$ cat src/rtl/pwm_array_pkg.sv
// pwm_array_pkg: shared defaults, types and helpers for the PWM array controller.
// Optional linear fade is selected with the PWM_FADE_EN macro (see pwm_array_ctrl).
package pwm_array_pkg;

  localparam int CH_DEF    = 24;
  localparam int PWM_W_DEF = 8;

  // Duty value at the default resolution
  typedef logic [PWM_W_DEF-1:0] duty_t;

  // Commit sequencing: wait for a boundary, then (optionally) fade to target
  typedef enum logic [1:0] {
    ST_IDLE = 2'd0,
    ST_PEND = 2'd1,
    ST_FADE = 2'd2
  } commit_state_e;

  // Period length in cycles; also the duty value meaning "always on"
  function automatic int unsigned periodMax(input int unsigned w);
    return (32'd1 << w) - 32'd1;
  endfunction

endpackage

$ cat src/rtl/pwm_channel.sv
// pwm_channel: one PWM lane with shadow/active duty, sticky fault latch and
// registered comparator output. With PWM_FADE_EN defined, the active duty walks
// one LSB per boundary toward a target captured at commit.
module pwm_channel import pwm_array_pkg::*; #(
  parameter int PWM_W = PWM_W_DEF
) (
  input  logic             sys_clk,
  input  logic             sys_resetb,
  input  logic             en_i,
  input  logic [PWM_W-1:0] cnt_i,
  input  logic             wrSel_i,
  input  logic [PWM_W-1:0] wrDuty_i,
  input  logic             load_i,
`ifdef PWM_FADE_EN
  input  logic             step_i,
  output logic             atTarget_o,
`endif
  input  logic             fault_i,
  input  logic             faultClr_i,
  output logic             pwm_o,
  output logic             fault_o,
  output logic [PWM_W-1:0] duty_o
);

  logic [PWM_W-1:0] shadow_q, shadow_d;
  logic [PWM_W-1:0] active_q, active_d;
  logic             fault_q, fault_d;
  logic             pwm_q, pwm_d;
`ifdef PWM_FADE_EN
  logic [PWM_W-1:0] target_q, target_d;
  logic [PWM_W-1:0] stepGoal;
`endif

  // Next state: shadow capture, active update at boundaries, fault latch (set wins), comparator
  always_comb begin
    shadow_d = wrSel_i ? wrDuty_i : shadow_q;
`ifdef PWM_FADE_EN
    target_d = load_i ? shadow_q : target_q;
    stepGoal = load_i ? shadow_q : target_q;
    active_d = active_q;
    if (load_i || step_i) begin
      if (active_q < stepGoal) begin
        active_d = active_q + PWM_W'(1);
      end else if (active_q > stepGoal) begin
        active_d = active_q - PWM_W'(1);
      end
    end
`else
    active_d = load_i ? shadow_q : active_q;
`endif
    fault_d = fault_i | (fault_q & ~faultClr_i);
    pwm_d   = en_i & ~fault_q & (cnt_i < active_q);
  end

  // Channel state registers
  always_ff @(posedge sys_clk or negedge sys_resetb) begin
    if (!sys_resetb) begin
      shadow_q <= '0;
      active_q <= '0;
      fault_q  <= 1'b0;
      pwm_q    <= 1'b0;
`ifdef PWM_FADE_EN
      target_q <= '0;
`endif
    end else begin
      shadow_q <= shadow_d;
      active_q <= active_d;
      fault_q  <= fault_d;
      pwm_q    <= pwm_d;
`ifdef PWM_FADE_EN
      target_q <= target_d;
`endif
    end
  end

`ifdef PWM_FADE_EN
  assign atTarget_o = (active_q == target_q);
`endif
  assign pwm_o   = pwm_q;
  assign fault_o = fault_q;
  assign duty_o  = active_q;

endmodule

$ cat src/rtl/pwm_array_ctrl.sv
// pwm_array_ctrl: N-channel double-buffered PWM engine. Holds the period counter,
// the commit FSM and the write decode; per-channel logic lives in pwm_channel.
// Define PWM_FADE_EN to make commits fade one LSB per period instead of jumping.
module pwm_array_ctrl import pwm_array_pkg::*; #(
  parameter  int CH    = CH_DEF,
  parameter  int PWM_W = PWM_W_DEF,
  localparam int CHW   = (CH > 1) ? $clog2(CH) : 1
) (
  input  logic                sys_clk,
  input  logic                sys_resetb,
  input  logic                en,
  input  logic                wr_valid,
  output logic                wr_ready,
  input  logic [CHW-1:0]      wr_ch,
  input  logic [PWM_W-1:0]    wr_duty,
  input  logic                commit,
  input  logic [CH-1:0]       fault_i,
  input  logic [CH-1:0]       fault_clr,
  output logic [CH-1:0]       pwm_o,
  output logic [CH-1:0]       fault_o,
  output logic                period_start_o,
  output logic                commit_pend_o,
  output logic [CH*PWM_W-1:0] duty_o
);

  localparam logic [PWM_W-1:0] CNT_MAX = PWM_W'(periodMax(PWM_W) - 32'd1);

  commit_state_e    state_q, state_d;
  logic [PWM_W-1:0] cnt_q, cnt_d;
  logic             periodStart_q, periodStart_d;
  logic             boundary;
  logic             load;
  logic             wrAccept;
`ifdef PWM_FADE_EN
  logic             step;
  logic [CH-1:0]    atTarget;
`endif

  // Counter runs 0..CNT_MAX while enabled; boundary is the last count or any disabled cycle
  always_comb begin
    boundary      = !en || (cnt_q == CNT_MAX);
    cnt_d         = (!en || (cnt_q == CNT_MAX)) ? '0 : cnt_q + PWM_W'(1);
    periodStart_d = en && (cnt_q == '0);
  end

  // Commit FSM: a commit waits for the next boundary; repeated commits while busy are ignored
  always_comb begin
    state_d = state_q;
    load    = 1'b0;
`ifdef PWM_FADE_EN
    step    = 1'b0;
`endif
    case (state_q)
      ST_IDLE: begin
        if (commit) state_d = ST_PEND;
      end
      ST_PEND: begin
        if (boundary) begin
          load = 1'b1;
`ifdef PWM_FADE_EN
          state_d = ST_FADE;
`else
          state_d = ST_IDLE;
`endif
        end
      end
`ifdef PWM_FADE_EN
      ST_FADE: begin
        if (&atTarget) begin
          state_d = ST_IDLE;
        end else if (boundary) begin
          step = 1'b1;
        end
      end
`endif
      default: state_d = ST_IDLE;
    endcase
  end

  // Counter, period-start flag and FSM state registers
  always_ff @(posedge sys_clk or negedge sys_resetb) begin
    if (!sys_resetb) begin
      state_q       <= ST_IDLE;
      cnt_q         <= '0;
      periodStart_q <= 1'b0;
    end else begin
      state_q       <= state_d;
      cnt_q         <= cnt_d;
      periodStart_q <= periodStart_d;
    end
  end

  assign wr_ready       = (state_q == ST_IDLE);
  assign commit_pend_o  = ~wr_ready;
  assign period_start_o = periodStart_q;
  assign wrAccept       = wr_valid && wr_ready && (int'(wr_ch) < CH);

  for (genvar i = 0; i < CH; i++) begin : g_ch
    logic wrSel;
    assign wrSel = wrAccept && (int'(wr_ch) == i);

    pwm_channel #(.PWM_W(PWM_W)) u_ch (
      .sys_clk    (sys_clk),
      .sys_resetb (sys_resetb),
      .en_i       (en),
      .cnt_i      (cnt_q),
      .wrSel_i    (wrSel),
      .wrDuty_i   (wr_duty),
      .load_i     (load),
`ifdef PWM_FADE_EN
      .step_i     (step),
      .atTarget_o (atTarget[i]),
`endif
      .fault_i    (fault_i[i]),
      .faultClr_i (fault_clr[i]),
      .pwm_o      (pwm_o[i]),
      .fault_o    (fault_o[i]),
      .duty_o     (duty_o[i*PWM_W +: PWM_W])
    );
  end

endmodule
$ cat config.mk
export PLATFORM = sky130hd
export DESIGN_NAME = pwm_array_ctrl
export DESIGN_NICKNAME = d
export VERILOG_FILES = /design/src/rtl/pwm_array_pkg.sv /design/src/rtl/pwm_channel.sv /design/src/rtl/pwm_array_ctrl.sv
export SDC_FILE = /design/constraint.sdc
export NUM_CORES = 1
export LEC_CHECK = 0
export CAP_MARGIN = 20
export CORE_MARGIN = 2
export CORE_UTILIZATION = 25
export CTS_CLUSTER_SIZE = 16
export DETAILED_ROUTE_END_ITERATION = 16
export GPL_ROUTABILITY_DRIVEN = 0
export GPL_TIMING_DRIVEN = 0
export PLACE_DENSITY = 0.42
export SETUP_SLACK_MARGIN = 0.2
export SLEW_MARGIN = 20
export SYNTH_ARGS = -nofsm -noshare
export SYNTH_HDL_FRONTEND = slang
export SYNTH_HIERARCHICAL = 1
export SYNTH_SLANG_ARGS = --single-unit
$ cat constraint.sdc
create_clock -name sys_clk -period 11.5 [get_ports sys_clk]
set_input_delay 1.725 -clock sys_clk [delete_from_list [all_inputs] [get_ports sys_clk]]
set_output_delay 1.725 -clock sys_clk [all_outputs]
set_load 0.05 [all_outputs]
-- Yosys cells after proc, flatten, opt, wreduce, memory -nomap -nowiden
Cells that the tools add are included.
- add/subtract/negate cells: 1
- magnitude comparators: 25
- equality and inequality tests: 27
- multiplexer cells: 6
- bitwise operators: 145
- reductions and logical operators: 33
- operator list (operator ; count):
    $lt A8 B8 Y1 ; 24
    $eq A5 B5 Y1 const B ; 16
    $and A1 B1 Y1 ; 72
    $not A1 Y1 ; 49
    $logic_and A1 B1 Y1 ; 27
    $or A1 B1 Y1 ; 24
    $eq A5 B4 Y1 const B ; 4
    $eq A5 B3 Y1 const B ; 2
    $add A8 B1 Y8 const B ; 1
    $eq A8 B8 Y1 const B ; 1
    $logic_not A8 Y1 ; 1
    $mux W8 ; 1
    $eq A5 B2 Y1 const B ; 1
    $logic_not A5 Y1 ; 1
    $lt A5 B5 Y1 const B ; 1
    $mux W2 ; 2
    $pmux W2 S2 ; 1
    $eq A2 B1 Y1 const B ; 1
    $logic_not A2 Y1 ; 1
    $mux W1 ; 2
    $ne A2 B1 Y1 const B ; 1
    $ne A2 B2 Y1 const B ; 1
    $reduce_and A2 Y1 ; 1
    $logic_not A1 Y1 ; 1
    $logic_or A1 B1 Y1 ; 1
- register bits after elaboration: 443
- input port bits: 66
- output and inout bits: 243
- word-level logic and storage cells: 336

-- Logic depth before layout (Yosys ltp)
Gate-level depths: netlist (run 1).
- depth in word-level cells: 4
- mapped depth: 7
- gate-level depth less buffers: 6

-- Modules after synthesis
Netlist (run 1), hierarchy kept.
- modules (own cells, without submodules) (module ; instances ; cells an instance ; area each (um^2) ; seq. area each (um^2)):
    pwm_channel ; 24 ; 71 ; 828.3 ; 450.4
    pwm_array_ctrl ; 1 ; 94 ; 713.2 ; 250.2

-- Least setup slack after synthesis (run 1)
Ideal clock, no wire load.
- path kind: input to register
- start point: in en
- end point: reg g_ch[0].u_ch.active_q[1]
- setup time: 137 ps
- arrival time: 5052 ps
- data required time: 11363 ps
- setup slack: 6311 ps
- stages on the path: 5
- buffers on the path: 1
- cell sequence: inv_1 a41o_4 and2_1 buf_4 o21ai_0
- longest elaborated chain between the ends: 4
- ends and longest elaborated chain (what ; RTL line ; text):
    from (decl) ; pwm_array_ctrl.sv:11 ; input logic en,
    $logic_not A1 Y1 ; pwm_array_ctrl.sv:41 ; boundary = !en || (cnt_q == CNT_MAX);
    $logic_or A1 B1 Y1 ; pwm_array_ctrl.sv:41 ;
    $mux W1 ; pwm_array_ctrl.sv:58 ; if (boundary) begin
    $mux W1 ; pwm_array_ctrl.sv:53 ; case (state_q)
    named net load ; pwm_array_ctrl.sv:32 ; logic load;
    to (signal assigned) ; pwm_channel.sv:67 ; active_q <= active_d;
    to (decl) ; pwm_channel.sv:26 ; logic [PWM_W-1:0] active_q, active_d;
The timed path passes the listed nets, and every way through them passes these cells.
A chain may end at the register's enable or synchronous reset.

-- Final worst setup path (run 1)
- start point: in wr_valid
- end point: reg g_ch[1].u_ch.shadow_q[0]
- longest elaborated chain between the ends: 3
- ends and longest elaborated chain (what ; RTL line ; text):
    from (decl) ; pwm_array_ctrl.sv:12 ; input logic wr_valid,
    $logic_and A1 B1 Y1 (2 in series) ; pwm_array_ctrl.sv:96 ; assign wrAccept = wr_valid && wr_ready && (int'(wr_ch) < CH);
    $logic_and A1 B1 Y1 ; pwm_array_ctrl.sv:100 ; assign wrSel = wrAccept && (int'(wr_ch) == i);
    named net g_ch[1].wrSel ; pwm_array_ctrl.sv:99 ; logic wrSel;
    to (signal assigned) ; pwm_channel.sv:66 ; shadow_q <= shadow_d;
    to (decl) ; pwm_channel.sv:25 ; logic [PWM_W-1:0] shadow_q, shadow_d;
The timed path passes the listed nets, and every way through them passes these cells.

==> results of run 1 <==
==> state kept, by name (all words and copies together) (netlist names) <==
register / cells
cnt_q: 8
g_ch.u_ch/shadow_q: 192
state_q: 1
period_start_o: 1
g_ch.u_ch/duty_o: 192
g_ch.u_ch/pwm_o: 24
g_ch.u_ch/fault_o: 24
==> path summary, 6_finish.rpt <==
path | cells past startpoint | slack (ps) | endpoint | startpoint
min in group asynchronous | 1 | 1040 | g_ch[2].u_ch/duty_o[4]$_DFFE_PN0P_ | sys_resetb
hold / removal | 2 | 470 | g_ch[14].u_ch/duty_o[6]$_DFFE_PN0P_ | g_ch[14].u_ch/shadow_q[6]$_DFFE_PN0P_
setup reg to reg | 6 | 8460 | g_ch[7].u_ch/duty_o[0]$_DFFE_PN0P_ | cnt_q[1]$_DFF_PN0_
max in group asynchronous | 4 | 8920 | g_ch[14].u_ch/shadow_q[4]$_DFFE_PN0P_ | sys_resetb
setup / recovery | 6 | 7600 | g_ch[1].u_ch/shadow_q[0]$_DFFE_PN0P_ | wr_valid
hold reg to reg | 2 | 470 | g_ch[14].u_ch/duty_o[6]$_DFFE_PN0P_ | g_ch[14].u_ch/shadow_q[6]$_DFFE_PN0P_
==> cell usage after synthesis <==
| master | instances | area [um2] |
|---|---|---|
| dfrtp_1 | 442 | 11100 |
| nand2b_1 | 6 | 37.5 |
| nand3b_1 | 3 | 22.5 |
| nand3_1 | 4 | 20.0 |
| nor2_1 | 73 | 274 |
| a211oi_2 | 24 | 300 |
| mux2_2 | 216 | 2430 |
| clkbuf_1 | 3 | 11.3 |
| and3b_1 | 1 | 8.76 |
| a211oi_1 | 24 | 180 |
| a31oi_1 | 1 | 6.26 |
| a31o_2 | 1 | 8.76 |
| nor4_1 | 1 | 6.26 |
| a21oi_1 | 27 | 135 |
| xor2_1 | 2 | 17.5 |
| nand2_1 | 199 | 747 |
| o21ai_1 | 24 | 120 |
| inv_1 | 197 | 739 |
| or4_1 | 1 | 7.51 |
| buf_6 | 24 | 270 |
| buf_4 | 24 | 180 |
| ha_1 | 171 | 2140 |
| nor2b_1 | 24 | 150 |
| nor3b_1 | 25 | 188 |
| or3_1 | 1 | 6.26 |
| nor3_1 | 7 | 35.0 |
| and2_1 | 1 | 6.26 |
| nand4_1 | 25 | 156 |
| a21o_1 | 25 | 188 |
| o21ai_0 | 219 | 1100 |
| a41o_4 | 1 | 21.3 |
| and4_4 | 1 | 11.3 |
| xnor2_1 | 1 | 8.76 |
==> tightest hold or removal path, cell delays in order, from the launching register on <==
cell and delay (ps):
dfrtp_1 340, nand2_1 50, o21ai_0 60
==> cell type report <==
type	instances	share of cell area [%]
Clock buffer	84	6.19
Buffer	51	1.69
Sequential cell	442	40.7
Clock inverter	14	0.294
Multi-Input combinational cell	1108	30.6
Tap cell	1070	4.91
Timing Repair Buffer	326	12.9
Inverter	197	2.71
==> metrics by stage <==
step                      instances  util [%]  cell area [um2]  hold slack, ps  total power (uW)
after floorplan                1798         -            20600             446              2700
after global placement         3173      30.5            25000             463              3180
after detailed placement       3194      31.1            25500             464              3200
after CTS                      3292      33.3            27300             476              4940
after global routing           3292      33.3            27300             497              5110
final                          3292      33.3            27300             469              4850
==> metal layers <==
metal,share of wire [%],global-route usage [%]
met1,46,21.4
met3,4.0,2.42
met4,2.5,4.45
met5,0,0
met2,48,26.9
==> power breakdown <==
group	internal, uW	switching (uW)	leakage (uW)	total (uW)
combinational	465	759	0.00552	1220
sequential	1780	157	0.00585	1940
clock	1000	685	0.000882	1690
==> cells by family (layout without fill, tap and decap cells) <==
logic type / Yosys count / after routing / synth area share [%]
compound gates: 346 / 346 / 9.98
xor+xnor: 3 / 3 / 0.128
fa+ha+maj: 171 / 171 / 10.4
buf+inv: 248 / 672 / 5.83
flops: 442 / 442 / 53.7
mux: 216 / 216 / 11.8
simple gates: 372 / 372 / 8.14
==> results.json, run 1 <==
{
  "required_ps": 11980,
  "drc": 0,
  "clk_path_buf_depth": 3,
  "fin_nets": 2419,
  "grt_usage_pct": 16.0,
  "period_share_pct": 33.9,
  "ant_nets": 0,
  "dp_hpwl_mm": 46.2,
  "worstSetupStartpointType": "input port",
  "yosys_warnings": 6,
  "status": "complete, no violations",
  "vdd_drop_max_mv": 0.0970,
  "postCtsHoldBufs": 0,
  "area_growth_syn_to_layout_pct": 32.4,
  "avgRoutedWirePerCell_um": 20.5,
  "finalSetupViolations": 0,
  "std_cell_rows": 105,
  "post-place-ws_ps": 7020,
  "drt-total-wl_mm": 67.6,
  "netlist_area_um2": 20600,
  "grt-ovfl-total": 0,
  "layout-drive-gt1-share_pct": 18.8,
  "min_period_ps": 3900,
  "grt_pass1_vias": 15700,
  "worst_slew_pin_slew_ps": 756,
  "cts_buffers": 56,
  "skew_ps": 13.0,
  "slowest_delay_ps": 630,
  "path_delay_family": "simple AND/OR/NAND/NOR gates",
  "post_cts_buffers": 0,
  "cts_resized": 0,
  "cp.arrival_ps": 4370,
  "core_area_um2": 81800,
  "antenna_found_initial": 5,
  "fmax_mhz": 257,
  "min_path_type": "reg -> reg",
  "drt_first_pass_iters": 5,
  "die_height_um": 291,
  "synthCells": 1798,
  "numClockSinks": 442,
  "start_util_pct": 25.2,
  "initialDrtViolationCount": 689,
  "cp_num_buf_inv": 2,
  "grt_max_degree": 96,
  "htree_levels": 2,
  "synth_seq_cells": 442,
  "rsz0062_at_grt": "false",
  "vias_per_cell": 4.50,
  "cts.reportedPaths.clkPinSlew_ps": 60,
  "fin_setup_tns_ps": 0,
  "multi_input_area_um2": 8330,
  "final_common_cell": "dfrtp_1",
  "seq_area_frac_synth_pct": 53.7,
  "slew_violations": 0,
  "critPathKind": "in -> reg",
  "final_cell_mix": "434 x dfrtp_1, 295 x clkdlybuf4s50_1, 219 x o21ai_0, 216 x mux2_2, 199 x nand2_1",
  "cts-root-buf": "clkbuf_16",
  "endpoint_kind": "register",
  "routed-via-count": 14800,
  "fillers": 8273,
  "clk_latency_ps": 600,
  "worst_slack_ps": 7600,
  "path_cells": "clkdlybuf4s50_1, nor3b_1, nand3b_1, nor3_1, buf_6, mux2_2",
  "p_per_area_nw_per_um2": 178,
  "boundaryPins": 309,
  "finalHoldViolCount": 0,
  "die_area_um2": 84700,
  "synth_nets": 2035,
  "cap_violations": 0,
  "register_area_um2": 11100,
  "die_x_um": 291,
  "worstPathMaxFanout": 8,
  "cts_tree": "yes",
  "numPortBuffers": 305,
  "crit_slowest_cell": "nor3b_1",
  "relSlewSlack_pct": 49.5,
  "synth_cell_types": 33,
  "grt_pass1_wl_mm": 102,
  "syn_avg_cell_area_um2": 11.5,
  "antenna-diode-count": 0,
  "leakage_uw": 0.0123
}
No activity file was read; power rests on OpenSTA's default activity.
==> run 2: changes to the inputs <==
clock period = 3.6 ns   (was 11.5 ns; I/O delays follow)
==> run 2 against run 1 <==
Clock skew grew 1.5 ps. Non-clock buffer count up 2. Hold slack worse by 19 ps. Sequential share of layout area grew 0.099 points. Critical path type is now reg -> reg.
==> results.json, run 2 (same netlist as run 1, synthesis figures left out) <==
{
  "finalSetupViolations": 0,
  "die_x_um": 291,
  "grt_max_degree": 92,
  "cts_resized": 0,
  "grt_pass1_vias": 16100,
  "post_cts_buffers": 0,
  "finalHoldViolCount": 0,
  "avgRoutedWirePerCell_um": 20.6,
  "dp_hpwl_mm": 46.8,
  "drt-total-wl_mm": 67.8,
  "numClockSinks": 442,
  "p_sw_share_pct": 33.1,
  "htree_levels": 2,
  "placed_cells": 3195,
  "cts_tree": "yes",
  "vdd_drop_max_mv": 0.308,
  "core_area_um2": 81800,
  "pwr-share-clk_pct": 33.6,
  "std_cell_rows": 105,
  "skew_ps": 14.4,
  "worst_slew_pin_slew_ps": 847,
  "fin_cells": 3291,
  "fin_setup_tns_ps": 0,
  "clk_path_buf_depth": 3,
  "cts-root-buf": "clkbuf_16",
  "drt_first_pass_iters": 4,
  "seqPwrFrac_pct": 40.5,
  "endpoint_kind": "register",
  "numPortBuffers": 305,
  "status": "complete, no violations",
  "relSlewSlack_pct": 43.3,
  "fin_nets": 2419,
  "min_period_ps": 3080,
  "leakage_uw": 0.0122,
  "grt_pass1_wl_mm": 102,
  "critPathKind": "reg -> reg",
  "start_util_pct": 25.2,
  "vias_per_cell": 4.50,
  "intPower_uw": 10200,
  "routed-via-count": 14800,
  "antenna_found_initial": 4,
  "slew_violations": 0,
  "postCtsHoldBufs": 1,
  "initialDrtViolationCount": 688,
  "worstSetupStartpointType": "register",
  "area_growth_syn_to_layout_pct": 32.0,
  "pwr-share-comb_pct": 25.8,
  "period_share_pct": 85.6,
  "ant_nets": 0,
  "boundaryPins": 309,
  "worstPathMaxFanout": 53,
  "grt_usage_pct": 16.0,
  "layout-drive-gt1-share_pct": 18.2,
  "die_area_um2": 84700,
  "cts.reportedPaths.clkPinSlew_ps": 60,
  "rsz0062_at_grt": "false",
  "required_ps": 4070,
  "p_per_area_nw_per_um2": 560,
  "final_cell_mix": "434 x dfrtp_1, 295 x clkdlybuf4s50_1, 219 x o21ai_0, 216 x mux2_2, 199 x nand2_1",
  "cap_violations": 0,
  "fmax_mhz": 325,
  "min_path_type": "in -> async",
  "switchingPower_uw": 5050,
  "clk_latency_ps": 590,
  "cp.arrival_ps": 3550,
  "worst_slack_ps": 519,
  "die_height_um": 291,
  "grt-ovfl-total": 0,
  "final_common_cell": "dfrtp_1",
  "post-place-ws_ps": 307,
  "drc": 0,
  "cts_buffers": 54
}
-- run 2: metrics by stage --
| stage | hold WS [ps] | power, uW | area [um2] | utilization [%] |
|---|---|---|---|---|
| after floorplan | 244 | 8630 | 20600 | - |
| after global placement | 461 | 10200 | 25000 | 30.5 |
| after detailed placement | 466 | 10200 | 25500 | 31.2 |
| after CTS | 418 | 15500 | 27200 | 33.2 |
| after global routing | 471 | 16100 | 27200 | 33.2 |
| final | 450 | 15200 | 27200 | 33.2 |
-- run 2: final timing paths --
| check | start | end | depth (start not counted) | slack [ps] |
|---|---|---|---|---|
| max in group asynchronous | sys_resetb | g_ch[15].u_ch/duty_o[3]$_DFFE_PN0P_ | 5 | 1510 |
| hold reg to reg | g_ch[9].u_ch/shadow_q[2]$_DFFE_PN0P_ | g_ch[9].u_ch/duty_o[2]$_DFFE_PN0P_ | 2 | 470 |
| hold / removal | sys_resetb | g_ch[21].u_ch/duty_o[5]$_DFFE_PN0P_ | 2 | 450 |
| setup / recovery | cnt_q[2]$_DFF_PN0_ | g_ch[8].u_ch/duty_o[0]$_DFFE_PN0P_ | 5 | 520 |
| setup reg to reg | cnt_q[2]$_DFF_PN0_ | g_ch[8].u_ch/duty_o[0]$_DFFE_PN0P_ | 5 | 520 |
| min in group sys_clk | g_ch[9].u_ch/shadow_q[2]$_DFFE_PN0P_ | g_ch[9].u_ch/duty_o[2]$_DFFE_PN0P_ | 2 | 470 |
-- run 2: power groups by stage --
stage | Sequential (uW) | Clock (uW) | Combinational [uW]
global placement | 6290 | 0 | 3870
CTS | 6190 | 5340 | 3990
finish | 6170 | 5130 | 3940
detailed placement | 6270 | 0 | 3970
floorplan | 7300 | 0 | 1330
global route | 6280 | 5560 | 4250
-- run 2: layer usage --
metal	track usage [%]	share of wire (%)	up-vias
met2	26.5	48	288
li1	-	-	6939
met5	0	0.034	-
met4	5.76	3.3	4
met1	20.6	44	7459
met3	3.44	4.7	124
-- run 2: final cells by class --
| class | instances | area, um2 |
|---|---|---|
| Multi-Input combinational cell | 1108 | 8330 |
| Sequential cell | 442 | 11100 |
| Clock inverter | 6 | 36.3 |
| Fill cell | 8272 | 54700 |
| Antenna cell | 2 | 5.00 |
| Clock buffer | 87 | 1610 |
| Inverter | 197 | 739 |
| Timing Repair Buffer | 328 | 3580 |
| Tap cell | 1070 | 1340 |
| Buffer | 51 | 462 |
-- run 2: critical path, cell delays in order, from the launching register on --
cell	delay (ps)
dfrtp_4	900
and4_4	360
a41o_4	300
and2_4	620
buf_16	320
mux2_2	370
